[config.mk]
export PLATFORM = sky130hd
export DESIGN_NAME = comp_nbit_seq
export DESIGN_NICKNAME = d
export VERILOG_FILES = /design/src/rtl/comp_nbit_seq.sv
export SDC_FILE = /design/constraint.sdc
export NUM_CORES = 1
export LEC_CHECK = 0
export BUFFER_PORTS_ARGS = -buffer_cell sky130_fd_sc_hd__buf_2
export CORE_AREA = 2 2 56 58
export DETAILED_ROUTE_END_ITERATION = 8
export DIE_AREA = 0 0 58 60
export GPL_ROUTABILITY_DRIVEN = 0
export PLACE_DENSITY = 0.79
export SLEW_MARGIN = 20
export SYNTH_ARGS = -nofsm -noshare
export SYNTH_HDL_FRONTEND = slang
export SYNTH_SLANG_ARGS = --single-unit
export TNS_END_PERCENT = 30
[constraint.sdc]
create_clock -name clk -period 1.5 [get_ports clk]
set_clock_uncertainty 0.2 [all_clocks]
set_input_delay 0.075 -clock clk [delete_from_list [all_inputs] [get_ports clk]]
set_output_delay 0.075 -clock clk [all_outputs]
set_load 0.01 [all_outputs]
[src/rtl/comp_nbit_seq.sv]
// Iterative MSB-first magnitude comparator, STEP bits per clock, unsigned or two's-complement.
// Optional build macro COMP_EARLY_EXIT_EN: finish as soon as the first differing chunk is seen.
module comp_nbit_seq #(
  parameter int WIDTH = 8,
  parameter int STEP  = 2
) (
  input  logic             clk,
  input  logic             rst,
  input  logic             start,
  input  logic [WIDTH-1:0] A,
  input  logic [WIDTH-1:0] B,
  input  logic             sgn,
  output logic             busy,
  output logic             done,
  output logic             E,
  output logic             G,
  output logic             L
);

  localparam int NSTEP = WIDTH / STEP;
  localparam int IDXW  = (NSTEP > 1) ? $clog2(NSTEP) : 1;
  localparam logic [IDXW-1:0] IDX_TOP = IDXW'(NSTEP - 1);

  generate
    if (WIDTH < 2 || STEP < 1 || (WIDTH % STEP) != 0) begin : g_bad_param
      $error("comp_nbit_seq: WIDTH must be >= 2 and divisible by STEP");
    end
  endgenerate

  typedef enum logic [1:0] {IDLE, RUN, DONE} state_t;

  state_t          state;
  logic [WIDTH-1:0] a_r, b_r;
  logic [IDXW-1:0] idx;
  logic            eq_r, gt_r, lt_r;
  logic            c_eq, c_gt, c_lt;
  logic            nxt_eq, nxt_gt, nxt_lt;
  logic            exit_now;

  // Operands shift left each RUN cycle, so chunk idx always sits in the top STEP bits.
  always_comb begin
    c_eq = 1'b1;
    c_gt = 1'b0;
    c_lt = 1'b0;
    for (int unsigned i = 0; i < STEP; i++) begin
      if (c_eq && (a_r[WIDTH-1-i] != b_r[WIDTH-1-i])) begin
        c_gt = a_r[WIDTH-1-i];
        c_lt = b_r[WIDTH-1-i];
        c_eq = 1'b0;
      end
    end
  end

  always_comb begin
    nxt_eq = eq_r & c_eq;
    nxt_gt = gt_r | (eq_r & c_gt);
    nxt_lt = lt_r | (eq_r & c_lt);
`ifdef COMP_EARLY_EXIT_EN
    exit_now = eq_r & ~c_eq;
`else
    exit_now = 1'b0;
`endif
  end

  always_ff @(posedge clk or posedge rst) begin
    if (rst) begin
      state <= IDLE;
      a_r   <= '0;
      b_r   <= '0;
      idx   <= '0;
      eq_r  <= 1'b0;
      gt_r  <= 1'b0;
      lt_r  <= 1'b0;
      busy  <= 1'b0;
      done  <= 1'b0;
      E     <= 1'b0;
      G     <= 1'b0;
      L     <= 1'b0;
    end else begin
      case (state)
        IDLE: begin
          done <= 1'b0;
          if (start) begin
            // Flipping the sign bit maps two's-complement onto an unsigned order.
            a_r   <= {A[WIDTH-1] ^ sgn, A[WIDTH-2:0]};
            b_r   <= {B[WIDTH-1] ^ sgn, B[WIDTH-2:0]};
            idx   <= IDX_TOP;
            eq_r  <= 1'b1;
            gt_r  <= 1'b0;
            lt_r  <= 1'b0;
            busy  <= 1'b1;
            state <= RUN;
          end
        end
        RUN: begin
          a_r  <= a_r << STEP;
          b_r  <= b_r << STEP;
          eq_r <= nxt_eq;
          gt_r <= nxt_gt;
          lt_r <= nxt_lt;
          if (idx == '0 || exit_now) begin
            E     <= nxt_eq;
            G     <= nxt_gt;
            L     <= nxt_lt;
            busy  <= 1'b0;
            done  <= 1'b1;
            state <= DONE;
          end else begin
            idx <= idx - 1'b1;
          end
        end
        DONE: begin
          done  <= 1'b0;
          state <= IDLE;
        end
        default: begin
          busy  <= 1'b0;
          done  <= 1'b0;
          state <= IDLE;
        end
      endcase
    end
  end

endmodule

# --- After elaboration in Yosys (flattened, before gate mapping) ---
# Cells that the tools add are included.
totals:
  register_bits: 28
  input_bits: 20
  out_inout_bits: 5
  elab_cells: 62
op_classes:
  n_addsub: 1
  eq_ne: 7
  n_mux: 25
  bitwise: 8
  n_reduce_logical: 9
op_table:
  columns: ["op", "count"]
  rows:
  - ["$pmux 8 s2", 2]
  - ["$mux 8", 2]
  - ["$mux 1", 11]
  - ["$mux 2", 4]
  - ["$pmux 2 s2", 2]
  - ["$ne 2x2->1 const B", 3]
  - ["$pmux 1 s2", 3]
  - ["$reduce_and 2->1", 3]
  - ["$reduce_and 3->1", 2]
  - ["$logic_not 2->1", 2]
  - ["$and 1x1->1", 3]
  - ["$pmux 1 s3", 1]
  - ["$eq 2x1->1 const B", 1]
  - ["$eq 2x2->1 const B", 1]
  - ["$ne 1x1->1", 2]
  - ["$or 1x1->1", 2]
  - ["$reduce_bool 2->1", 1]
  - ["$sub 2x1->2 const B", 1]
  - ["$xor 1x1->1", 2]
  - ["$logic_and 1x1->1", 1]
  - ["$not 1->1", 1]

# --- Longest topological paths before layout ---
logic_depth:
  depth_word: 7
  mapped_depth: 6
  depth_no_buf: 6

# --- Worst setup path after synthesis ---
# Ideal clock, no wire load.
synth_path:
  kind: "register to register"
  start: "register a_r[7]"
  end: "register lt_r"
  setup_time_ps: 121
  t_arrival_ps: 1262
  required_time_ps: 1179
  setup_slack_ps: -83
  path_stages_with_launch: 7
  n_path_buf: 0
  synth_period_minus_slack_ps: 1583
  cell_sequence: "dfrtp_1 > inv_1 > ha_1 > nor2b_1 > o211ai_1 > nand2_1 > a22o_1"
synth_between:
  elab_chain_len: 7
  elab_cells_between_ends: 8
  classes_between: "eq/ne (1); mux (4); bitwise (2); reduce/logical (1)"
synth_lines:
  columns: ["element", "line", "text"]
  rows:
  - ["from (decl)", "33", "logic [WIDTH-1:0] a_r, b_r;"]
  - ["from (signal assigned)", "85", "a_r <= {A[WIDTH-1] ^ sgn, A[WIDTH-2:0]};"]
  - ["from (signal assigned)", "96", "a_r <= a_r << STEP;"]
  - ["$ne 1x1->1 (*)", "46", "if (c_eq && (a_r[WIDTH-1-i] != b_r[WIDTH-1-i])) begin"]
  - ["$mux 1", "46", null]
  - ["$logic_and 1x1->1", "46", null]
  - ["$mux 1 (*)", "46", null]
  - ["$and 1x1->1 (*)", "57", "nxt_lt = lt_r | (eq_r & c_lt);"]
  - ["$or 1x1->1 (*)", "57", null]
  - ["$pmux 1 s2 (*)", "80", "case (state)"]
  - ["to (signal assigned)", "100", "lt_r <= nxt_lt;"]
  - ["to (decl)", "35", "logic eq_r, gt_r, lt_r;"]
# Mark *: on every way between the ends. The rest lies on a longest branch, timed or not.
# A chain may end at the register's enable or synchronous reset.

# --- Final worst setup path ---
# Same ends and word-level chain as after synthesis.

==> flow_summary.yaml <==
synth:
  synth_nets: 166
  synth_top_family_by_area: "simple AND/OR/NAND/NOR gates"
  synth_simple_gate_area_share_pct: 21.0
  ys_seq_area_share_pct: 53.6
  async_flop_share_pct: 100
  synth_adder_area_share_pct: 2.87
  synth_cell_types: 26
  synth.yosys.warnings: 0
  compound_cell_area_share_of_the_yosys_netlist_pct: 14.1
  synth_top_flop_cell: "sky130_fd_sc_hd__dfrtp_1"
  synth-edff-count: 0
  yosysTopAreaCell: "sky130_fd_sc_hd__dfrtp_1"
  syn-instance-count: 143
  netlist.area_leader.share_pct: 53.6
  avgSynthCellArea_sq_um: 9.13
  synth.area.top_cells: "sky130_fd_sc_hd__dfrtp_1, sky130_fd_sc_hd__nand2_1, sky130_fd_sc_hd__nor2_1"
  netlist_area_sq_mm: 0.00131
  yosys.area_share.xor_xnor_pct: 2.01
  synth.ff_latch_count: 28
  muxShareOfSynthArea_pct: 0
final_layout:
  final_standard_cell_area_without_fillers_sq_mm: 0.00182
  filler_cell_count: 251
  layout.cells.most_common: "sky130_fd_sc_hd__nand2_1"
  layout-drive-gt1-share_pct: 28.9
  insertedDiodeCount: 0
  num-nets-final: 219
  utilization_pct: 62.5
  syn2layout_area_growth_pct: 39.0
  mostFrequentLayoutCells: "sky130_fd_sc_hd__nand2_1, sky130_fd_sc_hd__dfrtp_1, sky130_fd_sc_hd__buf_2"
  post_layout_nonfiller_instances: 227
cts:
  ctsHtreeMaxLevel: 1
  clock-root-buffer: "sky130_fd_sc_hd__clkbuf_4"
  clock_path_buffers: 2
  clk-insertion-delay-late_ns: 0.32
  cts_num_sinks: 28
  post-cts-setup-buffers: 0
  clkSlewWorstSetupHoldPaths_ns: 0.14
  cts_made_buffers: 3
  cts_tree: "done"
global_routing:
  grt.overflow.total: 0
  pin_count_of_the_biggest_net_entering_global_routing: 29
  grt_pass1_vias: 1190
  grt_antenna_before_repair: 0
  track_usage_pct: 18.0
  first_pass_grt_wire_length_mm: 4.82
drt:
  initialDrtViolationCount: 18
  drt_first_pass_iters: 5
  drc: 0
  postRouteWirelength_mm: 2.82
  post_drt_via_cell_ratio: 5.11
  vias: 1160
  route.antenna.remaining_nets: 0
  post_drt_wl_per_cell_um: 12.4
setup_path:
  crit_family: "flip-flops"
  worst-path-stages: 6
  critical_path_class: "flop to flop"
  cp-startpoint: "a_r[7]$_DFFE_PP0P_"
  worst_r2r_endpoint: "lt_r$_DFFE_PP0P_"
  type_of_destination_of_the_critical_path: "flop"
  reg2regPathDepth: 6
  worstPathCellList: "inv_2 -> ha_4 -> nor2b_4 -> o211ai_1 -> nand2_1 -> a22o_1"
  worstPathArrival_ns: 1.58
  worstSetupEndpoint: "lt_r$_DFFE_PP0P_"
  crit-reg2reg-launch: "a_r[7]$_DFFE_PP0P_"
  worst-endpoint-required_ns: 1.51
  timing.critical_path.fanout_max: 4
  critical_path.n_buffers_inverters: 1
  timing.reg2reg.setup_slack_ns: -0.07
  setup.worst_path.start_class: "flop"
  cp_slowest_stage_delay_ns: 0.43
  cp_slowest_cell: "sky130_fd_sc_hd__dfrtp_1"
floorplan:
  chipHeight_um: 60
  placement_rows: 20
  io-pin-count: 25
  die_width_um: 58
  initial_standard_cell_utilization_of_the_core_pct: 45.0
  core_region_area_sq_mm: 0.00290
  fp.dieArea_sq_mm: 0.00348
pwr:
  vdd.ir_drop.worst_uv: 1230
  post_layout_total_power_mw: 3.41
  power-per-cell-area_mw_per_mm2: 1880
  power.leakage_nw: 0.893
timing:
  post-route-period-util_pct: 105
  slew_viol_final: 0
  fmax_ghz: 0.638
  rsz_0062_raised_after_global_routing: "yes"
  slew_headroom_pct: 77.0
  timing.setup.tns_ns: -0.614
  layout_setup_ws_ns: -0.0682
  worstMarginPinSlew_ns: 0.345
  finalHoldViolCount: 0
  hold-worst-slack_ns: 0.131
  setup_viol: 16
  min_period_ns: 1.57
outcome:
  outcome: "finished, violations left"
  violations: "setup timing"
hold_path:
  min-delay-path-class: "input pin to asynchronous set/reset pin"
placement:
  detailedPlacementHpwl_mm: 1.92
  dpl.cell_count: 205
  count_of_buffers_from_port_buffering: 24
  placed_cell_area_sq_mm: 0.00154
  pre_cts_ws_ns: -0.119
run:
  maxCapViolCount: 0
==> metal layers <==
layer	vias up	routed length, um	GRT usage [%]
li1	577	-	-
met1	551	1200	20.9
met2	30	1500	33.3
met3	2	105	2.38
met4	0	21	7.64
met5	-	0	0
==> worst reg2reg max path: cells and delay by family, from the launching register on <==
family,cells,cell delay [ns]
buffers and inverters,1,0.07
adders and majority gates,1,0.20
and+or+nand+nor,2,0.20
DFF,1,0.43
AOI/OAI and AO/OA,2,0.37
==> cell usage after synthesis (2+ instances only) <==
cell,count
sky130_fd_sc_hd__a21oi_1,5
sky130_fd_sc_hd__a221o_1,2
sky130_fd_sc_hd__a31oi_1,11
sky130_fd_sc_hd__buf_2,3
sky130_fd_sc_hd__buf_6,2
sky130_fd_sc_hd__dfrtp_1,28
sky130_fd_sc_hd__ha_1,3
sky130_fd_sc_hd__inv_1,9
sky130_fd_sc_hd__nand2_1,34
sky130_fd_sc_hd__nand3_1,6
sky130_fd_sc_hd__nor2_1,20
sky130_fd_sc_hd__o21ai_0,3
sky130_fd_sc_hd__o22ai_1,2
sky130_fd_sc_hd__xnor2_1,3
==> repair_timing <==
item	4_1_cts	5_1_grt
endpoints found under the hold margin	45	0
gates resized for setup	5	14
endpoints found under the setup margin	23	24
pin swaps	5	5
cloned	0	0
hold buffers	19	0
==> final cells by class <==
type,count,area [sq um],share of cell area [%]
clock buffer,3,22.5,1.24
tap,33,41.3,2.27
timing repair buffer,55,433,23.8
multi-input combinational,99,583,32.1
sequential,28,702,38.7
inverter,9,33.8,1.86
==> logic make-up (layout without fill, tap and decap cells) <==
group / Yosys count / count (layout)
AND/OR/NAND/NOR: 65 / 65
AO/OA/AOI/OAI: 28 / 28
flip-flops: 28 / 28
buffers and inverters: 16 / 67
adder cells (fa/ha/maj): 3 / 3
XOR/XNOR: 3 / 3
==> report_power, final <==
part / switching [mW] / internal, mW / leakage (nW)
sequential: 0.267 / 1.11 / 0.342
combinational: 0.875 / 0.862 / 0.537
clock: 0.203 / 0.0939 / 0.0138
total: 1.35 / 2.06 / 0.893
==> flip-flops by register name, summed over array words and instances, names as in the netlist <==
signal and cells:
G 1, L 1, gt_r 1, E 1, lt_r 1, state 2, busy 1, b_r 8
a_r 8, eq_r 1, idx 2, done 1
==> worst min-delay path by stage <==
stage | cells after the start | to | slack, ns | from
after floorplan | 1 | E$_DFFE_PP0P_ | -0.06 | rst
after global placement | 3 | busy$_DFFE_PP0P_ | -0.05 | rst
after detailed placement | 3 | busy$_DFFE_PP0P_ | -0.05 | rst
after CTS | 4 | busy$_DFFE_PP0P_ | 0.14 | rst
after global routing | 4 | busy$_DFFE_PP0P_ | 0.15 | rst
final | 4 | busy$_DFFE_PP0P_ | 0.13 | rst
(Power assumes the default switching activity.)
